===== config.mk =====
export PLATFORM = sky130hd
export DESIGN_NAME = button_event_scheduler
export DESIGN_NICKNAME = d
export VERILOG_FILES = /design/src/rtl/btn_evt_pkg.sv /design/src/rtl/button_hold_timer.sv /design/src/rtl/button_event_scheduler.sv
export SDC_FILE = /design/constraint.sdc
export NUM_CORES = 1
export LEC_CHECK = 0
export ABC_CLOCK_PERIOD_IN_PS = 5400
export CAP_MARGIN = 5
export CORE_ASPECT_RATIO = 1.1
export CORE_MARGIN = 3
export CORE_UTILIZATION = 52
export DETAILED_ROUTE_END_ITERATION = 8
export GPL_ROUTABILITY_DRIVEN = 0
export PLACE_DENSITY = 0.68
export SYNTH_ARGS = -nofsm -noshare
export SYNTH_HDL_FRONTEND = slang
export SYNTH_SLANG_ARGS = --single-unit
export TNS_END_PERCENT = 20

===== constraint.sdc =====
create_clock -name CLK -period 5.4 [get_ports CLK]
set_clock_uncertainty 0.2 [all_clocks]
set_input_delay 0.81 -clock CLK [delete_from_list [all_inputs] [get_ports CLK]]
set_output_delay 0.81 -clock CLK [all_outputs]
set_load 0.02 [all_outputs]

===== src/rtl/btn_evt_pkg.sv =====
// Shared constants for the button event scheduler: event types, per-button
// FSM encoding and default timing for a 100 MHz clock.
package btn_evt_pkg;

  localparam logic EVT_PRESS  = 1'b0;
  localparam logic EVT_REPEAT = 1'b1;

  typedef enum logic [1:0] {
    IDLE   = 2'd0,
    HOLD   = 2'd1,
    REPEAT = 2'd2
  } btn_state_t;

  localparam int HOLD_CYCLES_DEF   = 50_000_000;
  localparam int REPEAT_CYCLES_DEF = 10_000_000;

  function automatic int max_int(input int a, input int b);
    return (a > b) ? a : b;
  endfunction

endpackage


===== src/rtl/button_hold_timer.sv =====
// One button: rising-edge detect plus hold/repeat FSM. Emits a registered
// one-cycle req pulse with req_type PRESS or REPEAT.
module button_hold_timer
  import btn_evt_pkg::*;
#(
  parameter int HOLD_CYCLES   = HOLD_CYCLES_DEF,
  parameter int REPEAT_CYCLES = REPEAT_CYCLES_DEF,
  parameter int CNT_W         = 26
) (
  input  logic clk,
  input  logic rst,
  input  logic level,
  output logic req,
  output logic req_type
);

  localparam logic [CNT_W-1:0] HOLD_LAST   = CNT_W'(HOLD_CYCLES - 1);
  localparam logic [CNT_W-1:0] REPEAT_LAST = CNT_W'(REPEAT_CYCLES - 1);

  btn_state_t       state;
  logic [CNT_W-1:0] timer;
  logic             prev;

  // Release is tested before expiry so a release on the expiry edge is silent.
  always_ff @(posedge clk) begin
    if (rst) begin
      state    <= IDLE;
      timer    <= '0;
      prev     <= 1'b0;
      req      <= 1'b0;
      req_type <= EVT_PRESS;
    end else begin
      prev <= level;
      req  <= 1'b0;
      unique case (state)
        IDLE: begin
          timer <= '0;
          if (level && !prev) begin
            req      <= 1'b1;
            req_type <= EVT_PRESS;
            state    <= HOLD;
          end
        end
        HOLD: begin
          if (!level) begin
            timer <= '0;
            state <= IDLE;
          end else if (timer == HOLD_LAST) begin
            req      <= 1'b1;
            req_type <= EVT_REPEAT;
            timer    <= '0;
            state    <= REPEAT;
          end else begin
            timer <= timer + 1'b1;
          end
        end
        REPEAT: begin
          if (!level) begin
            timer <= '0;
            state <= IDLE;
          end else if (timer == REPEAT_LAST) begin
            req      <= 1'b1;
            req_type <= EVT_REPEAT;
            timer    <= '0;
          end else begin
            timer <= timer + 1'b1;
          end
        end
        default: begin
          timer <= '0;
          state <= IDLE;
        end
      endcase
    end
  end

endmodule


===== src/rtl/button_event_scheduler.sv =====
// N debounced buttons -> PRESS/REPEAT events, coalesced in a per-button
// pending store and round-robin arbitrated onto one registered valid/ready stream.
module button_event_scheduler #(
  parameter  int N_BTN         = 5,
  parameter  int HOLD_CYCLES   = btn_evt_pkg::HOLD_CYCLES_DEF,
  parameter  int REPEAT_CYCLES = btn_evt_pkg::REPEAT_CYCLES_DEF,
  localparam int CNT_W = $clog2(btn_evt_pkg::max_int(HOLD_CYCLES, REPEAT_CYCLES) + 1),
  localparam int ID_W  = btn_evt_pkg::max_int(1, $clog2(N_BTN))
) (
  input  logic             CLK,
  input  logic             RST,
  input  logic [N_BTN-1:0] BTN_STATE,
  input  logic             EVT_READY,
  output logic             EVT_VALID,
  output logic [ID_W-1:0]  EVT_ID,
  output logic             EVT_REPEAT,
  output logic [N_BTN-1:0] PENDING,
  output logic             OVERRUN
);

  logic [N_BTN-1:0] req;
  logic [N_BTN-1:0] req_type;
  logic [N_BTN-1:0] pend;
  logic [N_BTN-1:0] ptype;
  logic [N_BTN-1:0] gnt_vec;
  logic [ID_W-1:0]  rr_ptr;
  logic [ID_W-1:0]  sel;
  logic             found;
  logic             load;
  logic             grant;
  int               idx;

  for (genvar i = 0; i < N_BTN; i++) begin : g_btn
    button_hold_timer #(
      .HOLD_CYCLES  (HOLD_CYCLES),
      .REPEAT_CYCLES(REPEAT_CYCLES),
      .CNT_W        (CNT_W)
    ) u_timer (
      .clk     (CLK),
      .rst     (RST),
      .level   (BTN_STATE[i]),
      .req     (req[i]),
      .req_type(req_type[i])
    );
  end

  // First pending button at or above rr_ptr, wrapping back to 0.
  always_comb begin
    found = 1'b0;
    sel   = '0;
    idx   = 0;
    for (int k = 0; k < N_BTN; k++) begin
      idx = int'(rr_ptr) + k;
      if (idx >= N_BTN) idx = idx - N_BTN;
      if (!found && pend[idx]) begin
        found = 1'b1;
        sel   = ID_W'(idx);
      end
    end
  end

  assign load  = !EVT_VALID || EVT_READY;
  assign grant = load && found;

  always_comb begin
    gnt_vec = '0;
    if (grant) gnt_vec[sel] = 1'b1;
  end

  // Set beats a same-cycle grant; a REPEAT never downgrades a waiting PRESS.
  always_ff @(posedge CLK) begin
    if (RST) begin
      pend    <= '0;
      ptype   <= '0;
      OVERRUN <= 1'b0;
    end else begin
      for (int i = 0; i < N_BTN; i++) begin
        if (req[i]) begin
          if (pend[i] && !gnt_vec[i]) begin
            OVERRUN <= 1'b1;
            if (req_type[i] == btn_evt_pkg::EVT_PRESS) ptype[i] <= btn_evt_pkg::EVT_PRESS;
          end else begin
            pend[i]  <= 1'b1;
            ptype[i] <= req_type[i];
          end
        end else if (gnt_vec[i]) begin
          pend[i] <= 1'b0;
        end
      end
    end
  end

  always_ff @(posedge CLK) begin
    if (RST) begin
      EVT_VALID  <= 1'b0;
      EVT_ID     <= '0;
      EVT_REPEAT <= 1'b0;
      rr_ptr     <= '0;
    end else if (load) begin
      EVT_VALID <= found;
      if (found) begin
        EVT_ID     <= sel;
        EVT_REPEAT <= ptype[sel];
        rr_ptr     <= (sel == ID_W'(N_BTN - 1)) ? '0 : sel + 1'b1;
      end
    end
  end

  assign PENDING = pend;

endmodule


---- After elaboration in Yosys (flattened, before gate mapping) ----
Index checks and enable logic that the tools add are counted.
word-level totals
  logic and storage cells ................. 383
  output and inout bits ................... 11
  bits in registers ....................... 174
  input port bits ......................... 8
operators by class
  magnitude comparators ................... 12
  reductions and logical operators ........ 68
  equal/unequal tests ..................... 66
  muxes and demuxes ....................... 182
  $add $sub $neg .......................... 15
operators with widths
  kind                                                                count
  two-way mux 26 bit                                                  20
  case mux 26 bit (2 select lines)                                    5
  less-than comparator 32 x 5 -> 1 bit (second input constant)        5
  two-way mux 32 bit                                                  5
  adder 26 x 1 -> 26 bit (second input constant)                      5
  == test 26 x 24 -> 1 bit (second input constant)                    5
  == test 26 bit (second input constant)                              5
  two-way mux 1 bit                                                   103
  inequality test 2 bit (second input constant)                       25
  two-way mux 2 bit                                                   20
  inequality test 2 x 1 -> 1 bit (second input constant)              15
  case mux 1 bit (3 select lines)                                     10
  case mux 2 bit (3 select lines)                                     5
  AND reduction 6 bit                                                 5
  AND reduction 2 bit                                                 11
  subtractor 4 x 3 -> 5 bit (second input constant)                   4
  binary-select mux 1 bit (select 3 bit)                              6
  two-way mux 3 bit                                                   6
  greater-or-equal comparator 4 x 3 -> 1 bit (second input constant)  4
  logical AND 1 bit                                                   16
  logical NOT 1 bit                                                   15
  inequality test 3 x 2 -> 1 bit (second input constant)              5
  AND reduction 3 bit                                                 5
  nonzero test 3 bit                                                  5
  16 further kinds                                                    33

---- Depth between registers and ports, before layout ----
Gate-level depths: netlist (run 1).
  depth in word-level cells ............... 36
  mapped depth ............................ 19
  mapped depth without buffers ............ 16

---- By module ----
A second synthesis (run 1) with hierarchy kept.
second synthesis, totals
  cell total of the unflattened synthesis .. 1137
  area, all modules ....................... 9809.4 um^2
by module, submodules not included
  module                                    instances  sequential area each (um^2)  area an instance (um^2)  cells an instance
  button_hold_timer (g_btn[0].u_timer ...)  4          620.6                        1521.5                   172
  button_event_scheduler                    1          380.4                        2134.5                   273
  button_hold_timer (g_btn[4].u_timer)      1          620.6                        1589.0                   176

---- Least setup slack after synthesis (run 1) ----
Ideal clock, no wire load.
  path type ............................... register to register
  start point ............................. reg rr_ptr[1]
  end point ............................... reg EVT_REPEAT
  arrival time ............................ 3.758 ns
  library setup time ...................... 0.147 ns
  cell stages (with the launch flop) ...... 18
  clock period less this slack ............ 4.105 ns
  path buffers ............................ 2
  required time ........................... 5.053 ns
  slack ................................... 1.295 ns
  cell sequence ........................... dfxtp_1 clkbuf_1 inv_1 ha_1 inv_1 ha_1 buf_6 a211o_1 a2111oi_2 a211oi_1 a211o_1 and3_1 o221a_4 o21ai_4 inv_4 mux2_4 a22oi_1 a311oi_1
between the ends
  longest elaborated chain between the ends .. 20
RTL lines
  item                                                                RTL line                       RTL
  start: declaration                                                  button_event_scheduler.sv:26   logic [ID_W-1:0] rr_ptr;
  start signal: assignment                                            button_event_scheduler.sv:104  rr_ptr <= (sel == ID_W'(N_BTN - 1)) ? '0 : sel + 1'b1;
  branches (longest 17 deep; another with subtractor 4 x 3 -> 5 bit)  --
  two-way mux 3 bit (*)                                               button_event_scheduler.sv:55   if (!found && pend[idx]) begin
  net sel[0]                                                          button_event_scheduler.sv:27   logic [ID_W-1:0] sel;
  binary-select mux 1 bit (select 3 bit) (*)                          button_event_scheduler.sv:103  EVT_REPEAT <= ptype[sel];
  two-way mux 1 bit (not written as such) (*)                         button_event_scheduler.sv:103
  end signal: assignment                                              button_event_scheduler.sv:103
  end: declaration                                                    button_event_scheduler.sv:16   output logic EVT_REPEAT,
Mark *: on every way through the listed nets, which the timed path passes. The select of a mux whose other input is x is not followed.
A chain may end at the register's enable or synchronous reset.

---- Worst setup path after layout (run 1) ----
Same ends and word-level chain as after synthesis.

==> impl_summary.md, run 1 <==
Pwr
The leakage power figure is 3.574 nW. The sequential share of power is 33.3%. Per report_power, the clock group accounts for 27.8% of the total. The power density normalized to cell area is 411.1 nW/um2. The combinational cell fraction of total power is between 30 and 40%. The peak ir drop on the vdd network is approximately 0.0003 V.

The internal portion of the total power is 0.002629 W. The switching power of the nets is 0.001585 W. In this run switching power makes up 37.62% of total power.

Timing
Hold timing on the final database bottoms out at a slack of roughly 0.26 ns. The total count of max-transition violations in the final report is 0. Based on the critical path, the design can be clocked at up to roughly 220 MHz. Setup repair after global routing left no endpoint under its margin. In the final timing run, aggregate negative setup slack is 0 ns.

At the pin with the least slew margin, the transition time is 1.002 ns. Headroom to the max-slew limit came out at roughly a third. The post-route clock period utilization is 83.66%. Once routing completed, OpenROAD measured the worst setup slack at 0.8823 ns.

The final-report setup violation count is 0. The number of hold violations in the final report is 0. The time the worst path needs with I/O delays and setup is 4.518 ns.

Place
The count of buffers added on input and output ports is 18. In this run, placement finished with an instance count of about 1300. The post-placement setup slack is 0.9284 ns. The placed wire-length estimate after detailed placement is 12.83 mm.

Setup path
In this run the worst path has a maximum fanout of 13. The capture instance of the worst register-to-register path is EVT_REPEAT$_SDFFE_PP0P_. At the worst endpoint, the arrival time is 4.60 ns. On the worst path, the slowest cell contributes a delay of 0.62 ns. The number of cell instances on the worst register-to-register path is 14. The cell with the largest stage delay on the worst path is dfxtp_1. For flop-to-flop paths, the worst setup slack is 0.88 ns. Walking the worst path, the cells encountered are inv_1, ha_1, inv_1, ha_1, a211o_1, a2111oi_0, o211ai_1, and3_1, o221a_4, o21ai_4, inv_4, mux2_4, a22oi_1, a311oi_1. The most critical setup path has its startpoint at rr_ptr[1]$_SDFFE_PP0P_.

The critical path is of the flop to flop type. STA classifies the critical path startpoint as a flop. The endpoint kind of the worst setup timing path is a flop. The startpoint of the worst register-to-register path is rr_ptr[1]$_SDFFE_PP0P_. For the worst setup path, the data required time is 5.48 ns.

Synthesis
The commonest cells after synthesis are nor2_1 (202), dfxtp_1 (174), nand2_1 (84). After synthesis, the largest area contributor takes up a little under two fifths of total cell area. The post-synthesis sequential element count is roughly 170. The dominant register cell in the synthesized netlist is dfxtp_1. The netlist uses 76 different library cells. The cell with the most instances after synthesis is nor2_1. The biggest area contributor in the post-synthesis netlist is dfxtp_1. The post-synthesis area per instance is about 8.3 um2. The number of synthesized flops with an enable pin is 0. For this run, the number of Yosys warnings is 0. Counting flops with an async set or reset pin after synthesis yields a share of 0%. After synthesis, flip-flops and latches occupy 37.30% of the total area. Synthesis produced 1120 cells.

The total standard cell area after synthesis is 9338 um2. Sorting the synthesized cells by area gives the leading types as dfxtp_1 (37%), nor2_1 (8.1%), xor2_1 (7.5%). The synthesized netlist net count is 1168.

Route
The average detailed-routed wire length per instance is ~13 um. The post-detailed-route DRC marker count is 0. The detailed router placed around 7500 vias in this run. The count of nets left with antenna violations after detail routing is 0. The ratio of routed vias to standard cells is approximately 5.4. The number of design-rule violations left by the first detailed-router iteration is 480. The number of optimization iterations in the first detailed-route pass is 4.

The routed design has 18.32 mm of wire.

Clock network
The number of levels the H-tree was split into is 4. The post-cts hold buffer count is 0. The total clock buffers created by CTS is 17. The buffer levels on the longest clock path is 2. Clock-pin slew was measured on the worst setup and hold paths at 0.06 ns. The buffer count from post-CTS setup fixing is 0. The number of cells upsized or downsized after cts is 0.

The later-pin clock latency in the skew report is 0.43 ns. The cell chosen for the clock root is clkbuf_16. The TritonCTS sink count is between 150 and 200. The TritonCTS clock tree is built.

Cells and area
The post-synthesis to final-layout area growth is 9.795%. The number of diodes added for antenna fixing is 0. The net count reported at finish is 1178. After the flow finishes, the layout carries non-filler instances totaling between 1000 and 1500. The fraction of the core area covered by cells at the end of the flow is 59.16%. The number of fill cells is 1631. The fraction of layout instances using a drive strength above 1 is 5.249%.

Die
The floorplan step defined a die boundary enclosing 19600 um2. The horizontal die dimension is 133.8 um. The height of the die is approximately 150 um.

The initial utilization of the core area, before any placement, comes to a little over half. 19 I/O pins were placed. The core region is 17330 um2. After floorplanning, the core was divided into 50 placement rows.

Global routing
The via count of the first global-routing pass was 7036. The met1 track utilization from global routing is 25.86%. The aggregate global-route resource usage is 19.14%. Global routing used 3.790% of the available met3 tracks.

For this run, global-route usage on met2 was measured as 30.81%. For this run the aggregate overflow at the end of global routing stands at 0. The maximum number of pins on one net before global-route repair is 34. The number of antenna violations at the first check in global routing is 0.

The first global-routing pass estimated between 30 and 40 mm of wire. met2 is the most crowded layer.

Run
The max-capacitance violation count is 0.

Outcome
The run finished with clean final reports.

Worst hold path
The path type of the worst min-delay path is flop to flop. In this run the most critical hold path is launched from g_btn[0].u_timer.timer[0]$_SDFF_PP0_. The number of cells on the worst hold path is 1. The sink of the worst hold path is g_btn[0].u_timer.timer[0]$_SDFF_PP0_.
## cell type report
cell class,instances,area [um2],area share (%)
Multi-Input combinational cell,873,5549,54.13
Sequential cell,174,3483,33.98
Clock buffer,18,429.2,4.186
Tap cell,234,292.8,2.856
Timing Repair Buffer,21,197.7,1.928
Inverter,43,163.9,1.599
Clock inverter,14,136.4,1.330
## cell usage in the layout (no fill, tap or decap), types with 6 or more instances in the layout
cell type,n
nor2b_1,19
clkdlybuf4s50_1,17
nand4_1,20
nand3_1,70
a211oi_1,10
ha_1,40
and3_1,24
o21ai_0,30
dfxtp_1,174
a21oi_1,40
nand2_1,84
and2_1,13
mux2i_1,17
nand2b_1,14
nor3_1,24
a2111oi_0,6
inv_1,42
or3_1,6
nor4_1,12
and4_1,19
nor2_1,202
xor2_1,80
nand3b_1,8
clkbuf_16,17
xnor2_1,41
## sequential cells by signal, indices dropped and copies added, names as in the netlist, 3 cells and up
name and count:
g_btn.u_timer.req_type 5, g_btn.u_timer.state 10, g_btn.u_timer.req 5, g_btn.u_timer.prev 5
g_btn.u_timer.timer 130, PENDING 5, EVT_ID 3, rr_ptr 3
ptype 5
## kinds of logic after synthesis
| logic type | count (synthesis) | share of synthesized area (%) |
|---|---|---|
| AND/OR/NAND/NOR | 538 | 28.22 |
| buffers and inverters | 73 | 3.269 |
| flip-flops | 174 | 37.30 |
| AO/OA/AOI/OAI | 150 | 11.55 |
| multiplexers | 24 | 2.948 |
| XOR/XNOR | 121 | 11.35 |
| adder cells (fa/ha/maj) | 40 | 5.360 |
## power groups by stage
stage	clock [W]	combinational, W	sequential (W)
5_1_grt	0.00126	0.00180	0.00141
3_3_place_gp	0	0.00160	0.00143
3_5_place_dp	0	0.00160	0.00143
6_report	0.00117	0.00164	0.00141
4_1_cts	0.00121	0.00162	0.00140
2_1_floorplan	0	0.00130	0.00143
## per-stage QoR
stage	cell area (um2)	power, W
global route	10250	0.004481
finish	10250	0.004214
detailed placement	9687	0.003037
floorplan	9338	0.002725
CTS	10250	0.004237
global placement	9687	0.003034
## worst max-delay path by stage
| stage | endpoint | slack, ns |
|---|---|---|
| floorplan | EVT_REPEAT$_SDFFE_PP0P_ | 1.29 |
| global route | OVERRUN$_SDFF_PP0_ | 0.31 |
| finish | EVT_REPEAT$_SDFFE_PP0P_ | 0.88 |
| detailed placement | EVT_REPEAT$_SDFFE_PP0P_ | 0.93 |
| global placement | EVT_REPEAT$_SDFFE_PP0P_ | 1.07 |
| CTS | EVT_REPEAT$_SDFFE_PP0P_ | 0.93 |
## layer usage
| metal | routed length, um | part of all wire, % |
|---|---|---|
| met1 | 9011 | 49 |
| met2 | 8436 | 46 |
| met3 | 595 | 3.2 |
| met4 | 279 | 1.5 |
| met5 | 0 | 0 |
## critical path: cells and delay by family (launching register included)
kind                     cells  cell delay, ns
AO/OA/AOI/OAI                7            1.99
buffers and inverters        3            0.44
adder cells (fa/ha/maj)      2            0.58
flip-flops                   1            0.62
AND/OR/NAND/NOR              1            0.24
multiplexers                 1            0.30
(Power assumes the default switching activity.)
==> run 2: changes to the inputs <==
--- a/config.mk
+++ b/config.mk
@@ -5,7 +5,7 @@
 export SDC_FILE = /design/constraint.sdc
 export NUM_CORES = 1
 export LEC_CHECK = 0
-export ABC_CLOCK_PERIOD_IN_PS = 5400
+export ABC_CLOCK_PERIOD_IN_PS = 4700
 export CAP_MARGIN = 5
 export CORE_ASPECT_RATIO = 1.1
 export CORE_MARGIN = 3
==> constraint.sdc (replaced) <==
create_clock -name CLK -period 4.7 [get_ports CLK]
set_clock_uncertainty 0.2 [all_clocks]
set_input_delay 0.705 -clock CLK [delete_from_list [all_inputs] [get_ports CLK]]
set_output_delay 0.705 -clock CLK [all_outputs]
set_load 0.02 [all_outputs]
==> run 2 against run 1 <==
  * First-iteration DRC count grew 9.4%
  * Worst setup slack worse by 0.38 ns
  * Critical path depth unchanged
  * Die area stayed put
  * Power rose by 16%
  * Largest power group unchanged
  * Critical path type unchanged
==> impl_summary.md, run 2 (same netlist as run 1, synthesis figures left out) <==
Timing
The post-route clock period utilization is 89.28% (was 83.66%). The total count of max-transition violations in the final report is 0 (unchanged). The highest attainable clock frequency was 238.3 MHz (was 221.4 MHz). RSZ-0062 raised after global routing: false (unchanged). The final-report setup violation count is 0 (unchanged). The setup TNS after final layout is 0 ns (unchanged).

The final setup slack of the worst path is 0.5037 ns (was 0.8823 ns). The remaining max-slew budget at the tightest pin is 32.16% (was 32.98%). The time the worst path needs with I/O delays and setup was 4.196 ns (was 4.518 ns). The number of hold violations in the final report came to 0 (unchanged). The slew at the pin closest to its max-slew limit is 1.015 ns (was 1.002 ns).

Pwr
The sequential share of power is 32.8% (was 33.3%). The leakage power figure is 3.591 nW (was 3.574 nW). The power density normalized to cell area is 474.4 nW/um2 (was 411.1 nW/um2).

The fraction of power consumed by the clock network came to 27.5% (was 27.8%). The switching power of the nets was 0.001862 W (was 0.001585 W). The overall power after layout is 0.004877 W (was 0.004214 W). The combinational cell fraction of total power is 39.8% (was 38.9%).

The peak ir drop on the vdd network is 0.0003711 V (was 0.0002933 V). The proportion of total power due to net switching is 38.18% (was 37.62%). The internal power contribution came to 0.003015 W (was 0.002629 W).

Setup path
The arrival time of the worst setup path was 4.30 ns (was 4.60 ns). The startpoint type of the worst setup path is a flop (unchanged). The cell with the largest stage delay on the worst path is a2111oi_0 (was dfxtp_1).

Cells along the critical path: inv_1, ha_1, inv_1, ha_1, a211o_1, a211o_1, a211oi_1, a211oi_1, a211oi_4, nand2_2, o31ai_4, a211oi_1, a2111oi_0, a21oi_1 (was inv_1, ha_1, inv_1, ha_1, a211o_1, a2111oi_0, o211ai_1, and3_1, o221a_4, o21ai_4, inv_4, mux2_4, a22oi_1, a311oi_1). The largest fanout of any net on the critical path is 10 (was 13). The worst path required time came to 4.80 ns (was 5.48 ns). The stage delay of the slowest cell on the critical path was 0.44 ns (was 0.62 ns). The most frequent cell on the critical path is a211oi_1. The endpoint kind of the worst setup timing path is a flop (unchanged). The worst setup path category is flop to flop (unchanged).

Clock network
The TritonCTS sink count is 174 (unchanged). The cell chosen for the clock root is clkbuf_16 (unchanged). The TritonCTS clock tree is built (unchanged). The clock-pin slew reported for the worst setup and hold paths after clock tree synthesis is 0.07 ns (was 0.06 ns).

The later-pin clock latency in the skew report is 0.43 ns (about the same). The buffer levels on the longest clock path is 2 (unchanged). The post-cts hold buffer count was 0 (unchanged). The number of levels the H-tree was split into is 4 (unchanged).

The number of cells upsized or downsized after cts is 0 (unchanged). The buffer count from post-CTS setup fixing is 0 (unchanged). The total clock buffers created by CTS is 17 (unchanged).

Global routing
The global routing met3 resource utilization is 3.825% (was 3.790%). The first-pass GRT wire length is 32.01 mm (was 32.06 mm). The via count of the first global-routing pass is 7096 (was 7036).

The maximum number of pins on one net before global-route repair is 34 (unchanged). The total overflow reported by the global router was 0 (unchanged). The global routing usage on met2 was 30.74% (was 30.81%). The met1 track utilization from global routing is 25.91% (was 25.86%). The number of antenna violations at the first check in global routing was 0 (unchanged). The aggregate global-route resource usage is 19.05% (was 19.14%). The most congested layer reported by global routing is met2 (unchanged).

Die
The standard-cell row count is 50 (unchanged). The number of ports placed on the die boundary came to 19 (unchanged). The horizontal die dimension is 133.8 um (unchanged).

The core outline area came to 17330 um2 (unchanged). The area enclosed by the die boundary is 19600 um2 (unchanged). The starting density of the core was 53.88% (unchanged).

The height of the die is 146.5 um (unchanged).

Cells and area
The final instance area is 10280 um2 (was 10250 um2). Commonest non-fill, non-tap cells in the layout: nor2_1 (202), dfxtp_1 (174), nand2_1 (84), xor2_1 (80), nand3_1 (70) (unchanged). The number of diodes added for antenna fixing is 0 (unchanged). The largest register by flop count is g_btn.u_timer.timer (unchanged). The number of fill cells is 1576 (was 1631).

The final cell count without fillers is 1381 (was 1377). The net count reported at finish is 1182 (was 1178). The commonest non-fill, non-tap cell in the layout is nor2_1 (unchanged). The post-synthesis to final-layout area growth is 10.10% (was 9.795%). Top Registers: g_btn.u_timer.timer x130, g_btn.u_timer.state x10 (unchanged). The flip-flop count of the largest register, all copies and words added is 130 (unchanged).

The fraction of layout instances using a drive strength above 1 is 5.667% (was 5.249%).

Place
The count of buffers inserted at the top-level ports is 18 (unchanged). The placed instance area is 9717 um2 (was 9687 um2). The post-placement setup slack is 0.5324 ns (was 0.9284 ns).

The count of placed standard cells including taps is 1349 (was 1345). The placed wire-length estimate after detailed placement is 12.82 mm (was 12.83 mm).

Route
The post-detailed-route DRC marker count was 0 (unchanged). The ratio of routed vias to standard cells is 5.440 (was 5.443). The average detailed-routed wire length per instance is 13.27 um (was 13.31 um).

The number of optimization iterations in the first detailed-route pass is 5 (was 4). The number of design-rule violations left by the first detailed-router iteration is 525 (was 480). The count of nets left with antenna violations after detail routing is 0 (unchanged).

The total via count in the routed design is 7513 (was 7495). The final wirelength came to 18.33 mm (was 18.32 mm).

Run
The max-capacitance violation count is 0 (unchanged).

Outcome
Run status: completed (unchanged).

Worst hold path
The path type of the worst min-delay path is flop to flop (unchanged).
run 2: changes by cell type in the layout (fill, tap and decap cells not counted):
cell | previous run | this run
buf_4 | 3 | 7
bufinv_16 | 1 | 0
clkbuf_1 | 1 | 0
clkbuf_8 | 0 | 1
clkinv_2 | 2 | 1
clkinv_4 | 4 | 1
clkinv_8 | 0 | 1
clkinvlp_4 | 2 | 3
inv_6 | 4 | 7
run 2: layer usage:
| metal | vias up | routed length [um] | share of wire (%) |
|---|---|---|---|
| met5 | - | 0 | 0 |
| met4 | 0 | 263 | 1.4 |
| met3 | 22 | 680 | 3.7 |
| met2 | 118 | 8395 | 46 |
| met1 | 3460 | 8989 | 49 |
| li1 | 3913 | - | - |
run 2: worst max-delay path: cells and delay by family, from the launching register on:
family / cells / cell delay, ns
flops: 1 / 0.31
buf+inv: 2 / 0.28
fa+ha+maj: 2 / 0.60
simple gates: 1 / 0.16
compound gates: 9 / 2.53
run 2: power by group through the flow:
stage	combinational (W)	sequential (W)	clock, W
3_3_place_gp	0.00189	0.00163	0
6_report	0.00194	0.00160	0.00134
3_5_place_dp	0.00191	0.00163	0
5_1_grt	0.00213	0.00161	0.00144
4_1_cts	0.00192	0.00160	0.00138
2_1_floorplan	0.00149	0.00164	0
run 2: final timing paths:
kind | endpoint | depth (start not counted) | slack [ns] | from
max | OVERRUN$_SDFF_PP0_ | 14 | 0.50 | rr_ptr[1]$_SDFFE_PP0P_
max reg2reg | OVERRUN$_SDFF_PP0_ | 14 | 0.50 | rr_ptr[1]$_SDFFE_PP0P_
min reg2reg | g_btn[0].u_timer.timer[0]$_SDFF_PP0_ | 1 | 0.26 | g_btn[0].u_timer.timer[0]$_SDFF_PP0_
min | g_btn[0].u_timer.timer[0]$_SDFF_PP0_ | 1 | 0.26 | g_btn[0].u_timer.timer[0]$_SDFF_PP0_
run 2: cell type report:
class	count	area [um2]	area share (%)
timing repair buffer	25	227.7	2.215
clock inverter	14	125.1	1.217
tap	234	292.8	2.848
inverter	43	163.9	1.594
sequential	174	3483	33.88
clock buffer	18	439.2	4.272
multi-input combinational	873	5549	53.97
run 2: through the flow:
stage          hold WS (ns)  utilization (%)
3_5_place_dp         0.2498            56.07
4_1_cts              0.2661            59.33
3_3_place_gp         0.2440            56.07
2_1_floorplan        0.2297                -
5_1_grt              0.2862            59.33
6_report             0.2596            59.33
==> run 3: changes to the inputs <==
--- a/config.mk
+++ b/config.mk
@@ -5,7 +5,7 @@
 export SDC_FILE = /design/constraint.sdc
 export NUM_CORES = 1
 export LEC_CHECK = 0
-export ABC_CLOCK_PERIOD_IN_PS = 4700
+export ABC_CLOCK_PERIOD_IN_PS = 4300
 export CAP_MARGIN = 5
 export CORE_ASPECT_RATIO = 1.1
 export CORE_MARGIN = 3
@@ -13,6 +13,7 @@
 export DETAILED_ROUTE_END_ITERATION = 8
 export GPL_ROUTABILITY_DRIVEN = 0
 export PLACE_DENSITY = 0.68
+export SLEW_MARGIN = 10
 export SYNTH_ARGS = -nofsm -noshare
 export SYNTH_HDL_FRONTEND = slang
 export SYNTH_SLANG_ARGS = --single-unit
==> constraint.sdc (replaced) <==
create_clock -name CLK -period 4.3 [get_ports CLK]
set_clock_uncertainty 0.2 [all_clocks]
set_input_delay 0.645 -clock CLK [delete_from_list [all_inputs] [get_ports CLK]]
set_output_delay 0.645 -clock CLK [all_outputs]
set_load 0.02 [all_outputs]
==> run 3 against run 2 <==
  * Worst setup slack lost 0.25 ns
  * Maximum frequency rose by 3.7%
  * Core utilization rose by 0.39 points
  * Via count up 1.0%
  * First-iteration DRC count is 9.7% higher
  * Count of clock-buffer cells in the layout grew 2
  * Combinational power up 13%
  * Global-route usage rose by 0.37 points
  * Final cell count is 0.36% higher
  * Hold slack gained 0.0023 ns
  * Register-to-register slack lost 0.25 ns
  * Clock power increased by 10%
==> impl_summary.md, run 3 (same netlist as run 1, synthesis figures left out) <==
Worst hold path
The number of cells on the worst hold path is 1 (unchanged). The sink of the worst hold path is g_btn[3].u_timer.timer[0]$_SDFF_PP0_ (was g_btn[0].u_timer.timer[0]$_SDFF_PP0_). The origin of the worst min-delay path is g_btn[3].u_timer.timer[0]$_SDFF_PP0_ (was g_btn[0].u_timer.timer[0]$_SDFF_PP0_). The path type of the worst min-delay path is flop to flop (unchanged).

Place
The count of buffers inserted at the top-level ports is 18 (unchanged). The placed instance area is 9747 um2 (was 9717 um2). The placed wire-length estimate after detailed placement was 12.96 mm (was 12.82 mm).

Timing
The remaining max-slew budget at the tightest pin is 33.39% (was 32.16%). RSZ-0062 raised after global routing: true (was false). The final-report setup violation count is 0 (unchanged).

The post-route clock period utilization is 94.15% (was 89.28%). The setup TNS after final layout is 0 ns (unchanged). The time the worst path needs with I/O delays and setup is 4.048 ns (was 4.196 ns). The highest attainable clock frequency is 247.0 MHz (was 238.3 MHz).

The total count of max-transition violations in the final report is 0 (unchanged). The slew at the pin closest to its max-slew limit was 0.9962 ns (was 1.015 ns). The number of hold violations in the final report came to 0 (unchanged).

Pwr
The overall power after layout came to 0.005420 W (was 0.004877 W). The power density normalized to cell area was 523.7 nW/um2 (was 474.4 nW/um2). The peak ir drop on the vdd network is 0.0004179 V (was 0.0003711 V).

The leakage power figure is 3.610 nW (was 3.591 nW).

Clock network
The TritonCTS clock tree is built (unchanged). The buffer levels on the longest clock path is 2 (unchanged). The total clock buffers created by CTS was 17 (unchanged). The TritonCTS sink count is 174 (unchanged). The number of levels the H-tree was split into was 4 (unchanged).

The post-cts hold buffer count came to 0 (unchanged). The cell chosen for the clock root is clkbuf_16 (unchanged). The later-pin clock latency in the skew report came to 0.42 ns (was 0.43 ns). The clock-pin slew reported for the worst setup and hold paths after clock tree synthesis is 0.06 ns (was 0.07 ns).

Route
The average detailed-routed wire length per instance is 13.29 um (was 13.27 um). The number of design-rule violations left by the first detailed-router iteration is 576 (was 525). The count of nets left with antenna violations after detail routing is 0 (unchanged). The number of optimization iterations in the first detailed-route pass is 5 (unchanged). The post-detailed-route DRC marker count is 0 (unchanged).

The final wirelength was 18.42 mm (was 18.33 mm). The ratio of routed vias to standard cells is 5.476 (was 5.440). The total via count in the routed design came to 7590 (was 7513).

Die
The number of ports placed on the die boundary came to 19 (unchanged). The core outline area is 17330 um2 (unchanged). The starting density of the core is 53.88% (unchanged). The area enclosed by the die boundary is 19600 um2 (unchanged). The height of the die is 146.5 um (unchanged). The standard-cell row count is 50 (unchanged). The horizontal die dimension is 133.8 um (unchanged).

Setup path
The stage delay of the slowest cell on the critical path is 0.51 ns (was 0.44 ns). The largest fanout of any net on the critical path is 10 (unchanged). The capture instance of the worst register-to-register path is EVT_REPEAT$_SDFFE_PP0P_ (was OVERRUN$_SDFF_PP0_). Cells along the critical path: inv_1, ha_1, inv_1, ha_1, a211o_1, a2111oi_1, o211ai_1, and3_1, o221a_4, o21ai_4, inv_4, mux2_4, a22oi_1, a311oi_1 (was inv_1, ha_1, inv_1, ha_1, a211o_1, a211o_1, a211oi_1, a211oi_1, a211oi_4, nand2_2, o31ai_4, a211oi_1, a2111oi_0, a21oi_1).

The cell type group with the largest total delay on the critical path is compound AO/OA/AOI/OAI gates (unchanged). The number of buffers and inverters on the critical path is 3 (was 2). The worst setup path category was flop to flop (unchanged). The number of cell instances on the worst register-to-register path is 14 (unchanged).

The internal reg-to-reg setup slack is 0.25 ns (was 0.50 ns). The cell with the largest stage delay on the worst path is a2111oi_1 (was a2111oi_0). The arrival time of the worst setup path came to 4.14 ns (was 4.30 ns). The endpoint kind of the worst setup timing path is a flop (unchanged).

The startpoint of the worst register-to-register path is rr_ptr[0]$_SDFFE_PP0P_ (was rr_ptr[1]$_SDFFE_PP0P_). The startpoint type of the worst setup path is a flop (unchanged). The worst path required time is 4.39 ns (was 4.80 ns).

Cells and area
Commonest non-fill, non-tap cells in the layout: nor2_1 (202), dfxtp_1 (174), nand2_1 (84), xor2_1 (80), nand3_1 (70) (unchanged). The commonest non-fill, non-tap cell in the layout is nor2_1 (unchanged). The net count reported at finish is 1187 (was 1182). The final instance area came to 10350 um2 (was 10280 um2). The flip-flop count of the largest register, all copies and words added was 130 (unchanged).

The fraction of the core area covered by cells at the end of the flow was 59.72% (was 59.33%). Top Registers: g_btn.u_timer.timer x130, g_btn.u_timer.state x10 (unchanged). The largest register by flop count was g_btn.u_timer.timer (unchanged).

The fraction of layout instances using a drive strength above 1 is 6.424% (was 5.667%). The number of diodes added for antenna fixing was 0 (unchanged). The post-synthesis to final-layout area growth was 10.83% (was 10.10%).

Global routing
The via count of the first global-routing pass is 7169 (was 7096). The aggregate global-route resource usage is 19.42% (was 19.05%). The maximum number of pins on one net before global-route repair is 38 (was 34).

The first-pass GRT wire length is 32.57 mm (was 32.01 mm). The total overflow reported by the global router is 0 (unchanged). The number of antenna violations at the first check in global routing was 0 (unchanged).

Outcome
Run status: completed (unchanged).

Run
The max-capacitance violation count is 0 (unchanged).
run 3: changes by cell type in the layout (fill, tap and decap cells not counted), moves of 2 or more:
cell        delta
clkinvlp_4     +3
a211oi_2       +2
clkinv_4       +3
inv_6          -7
buf_4          +5
a211oi_1       -2
run 3: worst register-to-register path, cell delays in order, from the launching register on:
cell and delay, ns:
dfxtp_1 0.31, inv_1 0.18, ha_1 0.18, inv_1 0.04, ha_1 0.40, a211o_1 0.40, a2111oi_1 0.51, o211ai_1 0.25
and3_1 0.25, o221a_4 0.25, o21ai_4 0.25, inv_4 0.09, mux2_4 0.30, a22oi_1 0.19, a311oi_1 0.12
run 3: worst max path at each step:
stage                              endpoint  cells after the start              startpoint  slack (ns)
CTS                 EVT_REPEAT$_SDFFE_PP0P_                     14  rr_ptr[1]$_SDFFE_PP0P_        0.10
detailed placement  EVT_REPEAT$_SDFFE_PP0P_                     14  rr_ptr[1]$_SDFFE_PP0P_        0.15
floorplan           EVT_REPEAT$_SDFFE_PP0P_                     17  rr_ptr[1]$_SDFFE_PP0P_        0.19
finish              EVT_REPEAT$_SDFFE_PP0P_                     14  rr_ptr[0]$_SDFFE_PP0P_        0.25
global placement    EVT_REPEAT$_SDFFE_PP0P_                     14  rr_ptr[1]$_SDFFE_PP0P_        0.29
global route         rr_ptr[2]$_SDFFE_PP0P_                     16  rr_ptr[0]$_SDFFE_PP0P_       -0.04
run 3: where the power goes:
group          total [W]  internal (W)  switching (W)
logic            0.00220      0.000899        0.00130
clock network    0.00148      0.000830       0.000648
registers        0.00175       0.00168      0.0000669
run 3: routing by layer:
layer,routed length [um],up-vias,global-route usage [%]
met5,0,-,0
met4,301,0,6.224
met3,617,19,3.343
met2,8427,117,31.83
met1,9077,3537,26.09
li1,-,3917,-
run 3: cell type report:
type / count / area (um2)
fill: 1608 / 6980
multi-input combinational: 873 / 5572
sequential: 174 / 3483
clock buffer: 20 / 456.7
tap: 234 / 292.8
timing repair buffer: 30 / 265.3
inverter: 43 / 163.9
clock inverter: 12 / 115.1
run 3: what timing repair did:
item | 4_1_cts | 5_1_grt
buffers inserted | 0 | 1
setup endpoints to repair | 0 | 7
resized for setup | 0 | 6
run 3: through the flow:
step | hold slack, ns | worst slack [ns] | instances
final | 0.2619 | 0.2516 | 1386
after global routing | 0.2924 | -0.04363 | 1386
after CTS | 0.2687 | 0.1014 | 1385
after detailed placement | 0.2539 | 0.1487 | 1353
after global placement | 0.2443 | 0.2897 | 1353
after floorplan | 0.2297 | 0.1946 | 1120
